[config.mk]
export PLATFORM = sky130hd
export DESIGN_NAME = ps2_host_tx
export DESIGN_NICKNAME = d
export VERILOG_FILES = /design/src/rtl/ps2_host_tx.sv
export SDC_FILE = /design/constraint.sdc
export NUM_CORES = 1
export LEC_CHECK = 0
export BUFFER_PORTS_ARGS = -buffer_cell sky130_fd_sc_hd__buf_2
export CAP_MARGIN = 20
export CORE_MARGIN = 2
export CORE_UTILIZATION = 65
export DETAILED_ROUTE_END_ITERATION = 7
export PLACE_DENSITY_LB_ADDON = 0.15
export SYNTH_ARGS = -nofsm -noshare
export SYNTH_HDL_FRONTEND = slang
export SYNTH_SLANG_ARGS = --single-unit
[constraint.sdc]
create_clock -name clk -period 4.5 [get_ports clk]
set_clock_uncertainty 0.05 [all_clocks]
set_input_delay 0.225 -clock clk [delete_from_list [all_inputs] [get_ports clk]]
set_output_delay 0.225 -clock clk [all_outputs]
set_load 0.01 [all_outputs]
[src/rtl/ps2_host_tx.sv]
`timescale 1ns/1ps
// ps2_host_tx
// ---------------------------------------------------------------------------
// PS/2 host-to-device transmitter. Sends one command byte to the keyboard:
// it inhibits the bus, issues a request-to-send, and then shifts the frame
// out on device-generated clock falls. It then checks the device ACK and
// reports the status with a one-cycle done pulse.
//
// Lines are open drain. An asserted *_oe pulls the line low. A deasserted
// *_oe releases the line, and the external pull-up brings it high.
//
// Ports
//   clk          system clock
//   rst          synchronous active-high reset
//   tx_start     one-cycle request, accepted only while busy = 0
//   tx_data      command byte, latched on an accepted tx_start
//   ps2c_in      PS2 clock line level (asynchronous)
//   ps2d_in      PS2 data line level (asynchronous)
//   ps2c_oe      1 = pull the PS2 clock line low
//   ps2d_oe      1 = pull the PS2 data line low
//   busy         transfer in progress
//   done         one-cycle pulse at the end of every accepted transfer
//   ack_ok       status: the device acknowledged (valid with done)
//   err_noack    status: no ACK on the 11th clock fall (valid with done)
//   err_timeout  status: the transfer exceeded TIMEOUT_CYCLES (valid with done)
// ---------------------------------------------------------------------------
module ps2_host_tx #(
  parameter int INHIBIT_CYCLES = 5000,
  parameter int TIMEOUT_CYCLES = 750000,
  parameter int FILTER_LEN     = 8
) (
  input  logic       clk,
  input  logic       rst,
  input  logic       tx_start,
  input  logic [7:0] tx_data,
  input  logic       ps2c_in,
  input  logic       ps2d_in,
  output logic       ps2c_oe,
  output logic       ps2d_oe,
  output logic       busy,
  output logic       done,
  output logic       ack_ok,
  output logic       err_noack,
  output logic       err_timeout
);

  localparam int IW = (INHIBIT_CYCLES > 1) ? $clog2(INHIBIT_CYCLES) : 1;
  localparam int TW = $clog2(TIMEOUT_CYCLES + 1);
  localparam int FW = (FILTER_LEN > 1) ? $clog2(FILTER_LEN) : 1;

  typedef enum logic [2:0] {
    S_IDLE,
    S_INHIBIT,
    S_REQ,
    S_SEND,
    S_WAIT_ACK,
    S_WAIT_IDLE,
    S_DONE
  } state_t;

  // ---------------------------------------------------------------------
  // Input conditioning. Index 0 is the clock line and index 1 is the data
  // line. Each line goes through a 2-FF synchronizer and then a stability
  // filter. The filter accepts a new level only after FILTER_LEN
  // consecutive samples that differ from the current filtered level.
  // ---------------------------------------------------------------------
  logic [1:0]    w_lines;
  logic [1:0]    r_sync1;
  logic [1:0]    r_sync2;
  logic [1:0]    r_filt;
  logic          r_c_filt_d;
  logic [FW-1:0] r_fcnt [2];

  assign w_lines = {ps2d_in, ps2c_in};

  always_ff @(posedge clk) begin
    if (rst) begin
      r_sync1    <= 2'b11;
      r_sync2    <= 2'b11;
      r_filt     <= 2'b11;
      r_c_filt_d <= 1'b1;
      for (int i = 0; i < 2; i++) begin
        r_fcnt[i] <= '0;
      end
    end else begin
      r_sync1    <= w_lines;
      r_sync2    <= r_sync1;
      r_c_filt_d <= r_filt[0];
      for (int i = 0; i < 2; i++) begin
        if (r_sync2[i] == r_filt[i]) begin
          r_fcnt[i] <= '0;
        end else if (r_fcnt[i] == FW'(FILTER_LEN - 1)) begin
          r_filt[i] <= r_sync2[i];
          r_fcnt[i] <= '0;
        end else begin
          r_fcnt[i] <= r_fcnt[i] + 1'b1;
        end
      end
    end
  end

  logic w_c_filt;
  logic w_d_filt;
  logic w_fall;

  assign w_c_filt = r_filt[0];
  assign w_d_filt = r_filt[1];
  assign w_fall   = r_c_filt_d & ~r_filt[0];

  // ---------------------------------------------------------------------
  // Transfer FSM
  // ---------------------------------------------------------------------
  state_t        r_state;
  logic [9:0]    r_frame;     // {stop, parity, data[7:0]}, shifted out LSB first
  logic [3:0]    r_idx;       // number of falls already served in SEND
  logic [IW-1:0] r_icnt;
  logic [TW-1:0] r_tcnt;
  logic          r_ack_seen;
  logic          w_timeout;

  assign w_timeout = (r_tcnt == TW'(TIMEOUT_CYCLES - 1));

  always_ff @(posedge clk) begin
    if (rst) begin
      r_state     <= S_IDLE;
      r_frame     <= '0;
      r_idx       <= '0;
      r_icnt      <= '0;
      r_tcnt      <= '0;
      r_ack_seen  <= 1'b0;
      ps2c_oe     <= 1'b0;
      ps2d_oe     <= 1'b0;
      busy        <= 1'b0;
      done        <= 1'b0;
      ack_ok      <= 1'b0;
      err_noack   <= 1'b0;
      err_timeout <= 1'b0;
    end else begin
      done <= 1'b0;
      unique case (r_state)
        S_IDLE: begin
          ps2c_oe <= 1'b0;
          ps2d_oe <= 1'b0;
          busy    <= 1'b0;
          if (tx_start) begin
            r_frame     <= {1'b1, ~^tx_data, tx_data};
            r_icnt      <= '0;
            busy        <= 1'b1;
            ps2c_oe     <= 1'b1;
            ack_ok      <= 1'b0;
            err_noack   <= 1'b0;
            err_timeout <= 1'b0;
            r_state     <= S_INHIBIT;
          end
        end

        S_INHIBIT: begin
          if (r_icnt == IW'(INHIBIT_CYCLES - 1)) begin
            ps2d_oe <= 1'b1;      // start bit: data low while the clock is still held
            r_state <= S_REQ;
          end else begin
            r_icnt <= r_icnt + 1'b1;
          end
        end

        S_REQ: begin
          ps2c_oe <= 1'b0;        // release the clock; the device now clocks the frame
          r_idx   <= '0;
          r_tcnt  <= '0;
          r_state <= S_SEND;
        end

        S_SEND, S_WAIT_ACK, S_WAIT_IDLE: begin
          // The timeout is checked first so that it overrides a fall
          // that happens in the same cycle.
          if (w_timeout) begin
            ps2c_oe     <= 1'b0;
            ps2d_oe     <= 1'b0;
            err_timeout <= 1'b1;
            done        <= 1'b1;
            r_state     <= S_DONE;
          end else begin
            r_tcnt <= r_tcnt + 1'b1;
            if (r_state == S_SEND) begin
              if (w_fall) begin
                ps2d_oe <= ~r_frame[0];
                r_frame <= {1'b0, r_frame[9:1]};
                r_idx   <= r_idx + 1'b1;
                if (r_idx == 4'd9) begin
                  r_state <= S_WAIT_ACK;
                end
              end
            end else if (r_state == S_WAIT_ACK) begin
              if (w_fall) begin
                r_ack_seen <= ~w_d_filt;
                r_state    <= S_WAIT_IDLE;
              end
            end else begin
              if (w_c_filt && w_d_filt) begin
                ack_ok    <= r_ack_seen;
                err_noack <= ~r_ack_seen;
                done      <= 1'b1;
                r_state   <= S_DONE;
              end
            end
          end
        end

        S_DONE: begin
          busy    <= 1'b0;
          r_state <= S_IDLE;
        end

        default: begin
          ps2c_oe <= 1'b0;
          ps2d_oe <= 1'b0;
          busy    <= 1'b0;
          r_state <= S_IDLE;
        end
      endcase
    end
  end

endmodule

### Word level (Yosys, flattened, before mapping)

Memory sizes are Yosys's and may differ from the RTL's.
Index checks and enable logic that the tools add are counted.

| storage, ports and cells | value |
|---|---|
| register bits after elaboration | 65 |
| memory bits (writable) | 6 |
| input port bits | 13 |
| logic and storage cells | 174 |
| memories | 1 |

Memory list:

| name | words | bits a word | rd ports | clocked after memory_dff | wr ports | line | source |
|---|---|---|---|---|---|---|---|
| r_fcnt | 2 | 3 | 2 | 0 | 2 | 72 | `logic [FW-1:0] r_fcnt [2];` |

| cells by class | value |
|---|---|
| add/subtract/negate cells | 5 |
| equal/unequal tests | 29 |
| multiplexer cells | 80 |
| bitwise operators | 18 |
| reduce and logical (&&, ||, !) cells | 23 |

Operators with widths:

| operator | number |
|---|---|
| $mux W3 | 15 |
| $mux W1 | 44 |
| $mux W10 | 4 |
| $pmux W20 S2 | 1 |
| $mux W13 | 2 |
| $pmux W13 S2 | 1 |
| $add A20 B1 Y20 const B | 1 |
| $eq A20 B20 Y1 const B | 1 |
| $mux W20 | 1 |
| $ne A2 B2 Y1 const B | 10 |
| $pmux W10 S2 | 1 |
| $eq A3 B3 Y1 const B | 5 |
| $add A13 B1 Y13 const B | 1 |
| $eq A13 B13 Y1 const B | 1 |
| $mux W4 | 3 |
| $ne A4 B4 Y1 const B | 3 |
| $pmux W3 S4 | 1 |
| $reduce_and A6 Y1 | 2 |
| $not A1 Y1 | 11 |
| $reduce_and A5 Y1 | 2 |
| $pmux W1 S2 | 4 |
| $pmux W4 S2 | 1 |
| $reduce_and A2 Y1 | 4 |
| $reduce_and A4 Y1 | 2 |
| other kinds (19) | 34 |

### Longest topological paths before layout

| depth | value |
|---|---|
| depth in word-level cells | 7 |
| depth in mapped cells | 8 |
| depth with buffers taken out | 8 |

### Least setup slack after synthesis

OpenSTA, ideal clock, no wires.

| timing path | value |
|---|---|
| path type | reg2reg |
| start point | reg r_tcnt[0] |
| end point | reg r_state[1] |
| arrival | 1.872 ns |
| path slack | 2.444 ns |
| stages on the path, launching flop included | 9 |
| cells stage by stage | dfxtp_1 -> ha_1 -> and3_4 -> nand4_4 -> or3_1 -> buf_6 -> a21oi_4 -> nor3b_1 -> a2111oi_2 |

| between the ends | value |
|---|---|
| longest elaborated chain between the ends | 3 |
| elaborated cells between the ends (all ways) | 8 |
| classes of those cells | eq/ne (5); mux (2); reduce/logical (1) |

Ends and longest elaborated chain:

| element | line | source |
|---|---|---|
| from (decl) | 117 | `logic [TW-1:0] r_tcnt;` |
| from (signal assigned) | 183 | `r_tcnt <= r_tcnt + 1'b1;` |
| $eq A20 B20 Y1 (*) | 121 | `assign w_timeout = (r_tcnt == TW'(TIMEOUT_CYCLES - 1));` |
| $ne A5 B5 Y1 (no line), or another cell as far along | - |  |
| $reduce_and A6 Y1 (no line) or $pmux W3 S4 (tied branches) | - |  |
| to (signal assigned) | 125 | `r_state <= S_IDLE;` |
| to (signal assigned) | 153 | `r_state <= S_INHIBIT;` |
| to (signal assigned) | 160 | `r_state <= S_REQ;` |
| to (decl) | 113 | `state_t r_state;` |

Mark *: on every way between the ends. The rest lies on a longest branch, timed or not.
A chain may end at the register's enable or synchronous reset.

### Worst setup path after layout

| timing path | value |
|---|---|
| start point | reg r_state[2] |
| end point | reg r_tcnt[15] |

| between the ends | value |
|---|---|
| longest elaborated chain between the ends | 4 |
| elaborated cells between the ends (all ways) | 9 |
| classes of those cells | eq/ne (5); mux (1); reduce/logical (3) |

Ends and longest elaborated chain:

| element | line | source |
|---|---|---|
| $eq A3 B2 Y1 or $eq A3 B3 Y1 (tied branches) | 140 | `unique case (r_state)` |
| $reduce_or A3 Y1 | 140 |  |
| $ne A2 B2 Y1 (no line) or $reduce_bool A2 Y1 (tied branches) | - |  |
| $reduce_and A2 Y1 (no line) | - |  |

Parallel ways exist; a longest one is shown, timed or not.

==> qor_table.md <==
| Result | This run | Unit |
|---|---|---|
| Status | complete, no violations | - |
| Mean area per synthesized cell | 8.81 | µm² |
| Share of the clock period used by the worst path | 55.6 | % |
| Share of synthesized cell area in and, or, nand and nor gates | 25.8 | % |
| Distinct cell type count after synthesis | 63 | - |
| Cells after Synth | 396 | - |
| Layout overhead on the synthesized area | 8.54 | % |
| Share of synthesized cell area in full adder, half adder and majority cells | 2.87 | % |
| Finish-stage setup viols | 0 | - |
| Vias | 2854 | - |
| Number of flops mapped to enable cells by yosys | 6 | - |
| Stage delay of the slowest cell on the critical path | 750 | ps |
| Time the final worst path needs with I/O delays and setup | 2500 | ps |
| Maximum Capacitance Violations | 0 | - |
| Number of nets still failing antenna checks after routing | 0 | - |
| Remaining routing DRC violations | 0 | - |
| Die X | 77.2 | µm |
| Startpoint types | flop | - |
| Final Hold Viols | 0 | - |
| Number of pins with negative max-slew slack in the final report | 0 | - |
| CP Class | reg -> reg | - |
| CTS tree | built | - |
| Area of the core | 5140 | µm² |
| Largest delay contributor family on the critical path | simple AND/OR/NAND/NOR gates | - |
| Total routing resource utilization after global routing | 24.6 | % |
| CTS clock-pin slew for the worst setup and hold paths | 80 | ps |
| Static Leak | 1.37 | nW |
| Number of nets at the end of the flow | 437 | - |
| Starting DRT DRC Count | 194 | - |
| Setup repair bufs after CTS | 0 | - |
| Number of sinks on the clock net | 71 | - |
| CP max stage cell | sky130_fd_sc_hd__dfxtp_1 | - |
| Sequential cell area fraction in the yosys report | 42.5 | % |
| Path class of the lowest-slack min-delay path | in -> reg | - |
| Netlist Area Pre-Place | 3490 | µm² |
| Kind of end point of the critical path | flop | - |
| H-tree level count | 3 | - |
| Number of instances resized during post-cts repair | 0 | - |
| Initial antenna violation count | 0 | - |
| Detailed-routing iteration count for the pre-antenna-repair pass | 4 | - |
| Fraction of the mapped netlist area in compound gates | 16.0 | % |
| Worst-path cell chain | nor2b_1 -> o2111ai_1 -> nor3_2 -> nand4_1 -> xor2_1 -> nor2_1 | - |
| Core Rows | 26 | - |
| Commonest register cell after synthesis | sky130_fd_sc_hd__dfxtp_1 | - |
| Peak clock frequency supported by timing | 400 | MHz |
| Fraction of final layout cells with drive strength greater than 1 | 13.5 | % |
| Dpl hpwl | 4.75 | mm |
| Vias per cell | 5.81 | - |
| Actual slew at the worst max-slew pin | 800 | ps |
| Fraction of synthesized cell area in xor and xnor cells | 8.54 | % |
| Yosys top cell by area | sky130_fd_sc_hd__dfxtp_1 | - |
| Post-synth ARST share | 0 | % |
| Floorplan die area | 5970 | µm² |
| Synthesis Warnings | 0 | - |
| Multiplexer area fraction after synthesis | 1.18 | % |
| Maximum buffer depth of the clock tree | 2 | - |
| Final global-route overflow total | 0 | - |
| Clock buffer count from CTS | 9 | - |
| PD cells | 465 | nW/µm² |
| Combinational family with the most area after synthesis | simple AND/OR/NAND/NOR gates | - |
| Sum of buffers and inverters on the critical path | 0 | - |
| Worst Hold Margin | 8.31 | ps |
| Number of I/O pins | 20 | - |
| Largest fanout on the critical path | 22 | - |
| Hold Buf Count CTS | 0 | - |
| Clock latency on the worst-skew pair | 350 | ps |
| Count of antenna diodes in the layout | 0 | - |
| Dominant cells by area after synthesis | sky130_fd_sc_hd__dfxtp_1, sky130_fd_sc_hd__nor2_1, sky130_fd_sc_hd__xnor2_1 | - |
| CTS Root Cell | sky130_fd_sc_hd__clkbuf_8 | - |
| Die Y-Extent | 77.2 | µm |
| Vias in the first global route | 2687 | - |
| Initial standard-cell utilization of the core | 67.8 | % |
| Arrival time of the worst setup path | 2670 | ps |
| IO buf count | 19 | - |
| Maximum number of pins on one net before global-route repair | 39 | - |
| Synthesis-stage register bit count | 71 | - |
| Weighted congestion reported at the end of routability-driven placement | 0.873 | - |
| First-pass GRT wire length | 11.8 | mm |
| RSZ-0062 raised after global routing | no | - |
| Worst supply voltage drop on vdd | 418 | µV |
| Share of the synthesized area in the top cell type | 37.3 | % |
| Fill cell count | 428 | - |
| Required time of the critical path | 4670 | ps |
| Final WL | 6.76 | mm |
| Sum Neg Setup Slack | 0 | ps |
| Average detailed-routed wire length per instance | 13.8 | µm |
| Relative slew slack | 46.5 | % |
registers in the layout (all words and copies together) (netlist names), 2 cells and up:
register	cells
r_filt	2
r_idx	4
r_state	3
r_fcnt	6
r_tcnt	20
r_sync2	2
r_sync1	2
r_icnt	13
r_frame	10
cells in the final DEF (no fill, tap or decap), types with 4 or more instances in the layout:
cell	instances
sky130_fd_sc_hd__and2_1	7
sky130_fd_sc_hd__clkinv_2	4
sky130_fd_sc_hd__conb_1	6
sky130_fd_sc_hd__ha_1	8
sky130_fd_sc_hd__or2_2	5
sky130_fd_sc_hd__and3_1	5
sky130_fd_sc_hd__buf_2	19
sky130_fd_sc_hd__inv_1	10
sky130_fd_sc_hd__edfxtp_1	6
sky130_fd_sc_hd__dfxtp_1	65
sky130_fd_sc_hd__or3_1	5
sky130_fd_sc_hd__clkbuf_8	9
sky130_fd_sc_hd__nand3_1	9
sky130_fd_sc_hd__nor2_1	63
sky130_fd_sc_hd__nand4_1	11
sky130_fd_sc_hd__a21oi_1	21
sky130_fd_sc_hd__a311oi_1	8
sky130_fd_sc_hd__nor3_1	10
sky130_fd_sc_hd__xnor2_1	22
sky130_fd_sc_hd__a211oi_1	5
sky130_fd_sc_hd__o21ai_0	10
sky130_fd_sc_hd__nand2_1	44
sky130_fd_sc_hd__xor2_1	12
synthesized netlist by cell type, types with 3 or more instances:
master                     instances
sky130_fd_sc_hd__a211oi_1          5
sky130_fd_sc_hd__a21oi_1          21
sky130_fd_sc_hd__a311oi_1          8
sky130_fd_sc_hd__and2_1            7
sky130_fd_sc_hd__and3_1            5
sky130_fd_sc_hd__buf_2             3
sky130_fd_sc_hd__clkbuf_1         10
sky130_fd_sc_hd__dfxtp_1          65
sky130_fd_sc_hd__edfxtp_1          6
sky130_fd_sc_hd__ha_1              8
sky130_fd_sc_hd__inv_1            10
sky130_fd_sc_hd__mux2i_1           3
sky130_fd_sc_hd__nand2_1          44
sky130_fd_sc_hd__nand3_1           9
sky130_fd_sc_hd__nand4_1          11
sky130_fd_sc_hd__nor2_1           63
sky130_fd_sc_hd__nor3_1           10
sky130_fd_sc_hd__nor3b_1           3
sky130_fd_sc_hd__o21ai_0          10
sky130_fd_sc_hd__o31ai_1           3
sky130_fd_sc_hd__or2_2             5
sky130_fd_sc_hd__or3_1             5
sky130_fd_sc_hd__xnor2_1          22
sky130_fd_sc_hd__xor2_1           12
stage by stage:
step	setup slack [ps]	power (W)	cells	instance area (µm²)	util, %
after floorplan	2440	0.00122	401	3510	-
after global placement	2110	0.00131	475	3620	70.4
after detailed placement	2020	0.00133	475	3620	70.4
after CTS	2010	0.00176	491	3780	73.6
after global routing	1720	0.00187	491	3780	73.6
final	2000	0.00176	491	3780	73.6
per-layer routing:
metal | up-vias | GRT usage [%] | wire length [µm]
met2 | 71 | 40.2 | 3120
met1 | 1327 | 31.2 | 3150
met4 | 0 | 12.7 | 183
li1 | 1437 | - | -
met3 | 19 | 4.35 | 307
met5 | - | 0 | 0
power breakdown:
part	internal, W	total (W)	leakage [nW]	switching (W)
logic	0.000189	0.000526	0.689	0.000337
clock network	0.000195	0.000434	0.0862	0.000240
registers	0.000706	0.000798	0.590	0.0000924
total	0.00109	0.00176	1.37	0.000669
cell type report:
| type | count | area (µm²) | share of cell area [%] |
|---|---|---|---|
| clock buffers | 9 | 124 | 3.27 |
| clock inverters | 7 | 40.0 | 1.06 |
| inverters | 10 | 37.5 | 0.992 |
| multi-input cells | 305 | 1920 | 50.7 |
| flip-flops and latches | 71 | 1480 | 39.1 |
| well taps | 70 | 87.6 | 2.31 |
| repair buffers | 19 | 95.1 | 2.51 |
worst paths after layout:
kind | from | endpoint | slack [ps] | depth (start not counted)
worst max-delay path | r_state[2]$_SDFFE_PP0P_ | r_tcnt[15]$_SDFFE_PP0P_ | 2000 | 6
worst max register to register | r_state[2]$_SDFFE_PP0P_ | r_tcnt[15]$_SDFFE_PP0P_ | 2000 | 6
worst min register to register | r_sync1[1]$_SDFF_PP1_ | r_sync2[1]$_SDFF_PP1_ | 370 | 1
worst min-delay path | ps2d_in | r_sync1[1]$_SDFF_PP1_ | 8 | 2
logic make-up after synthesis:
logic type | count (synthesis)
buf+inv | 25
simple gates | 180
compound gates | 73
flops | 71
fa+ha+maj | 8
mux | 4
xor+xnor | 34
other cells | 1
(Power assumes the default switching activity.)
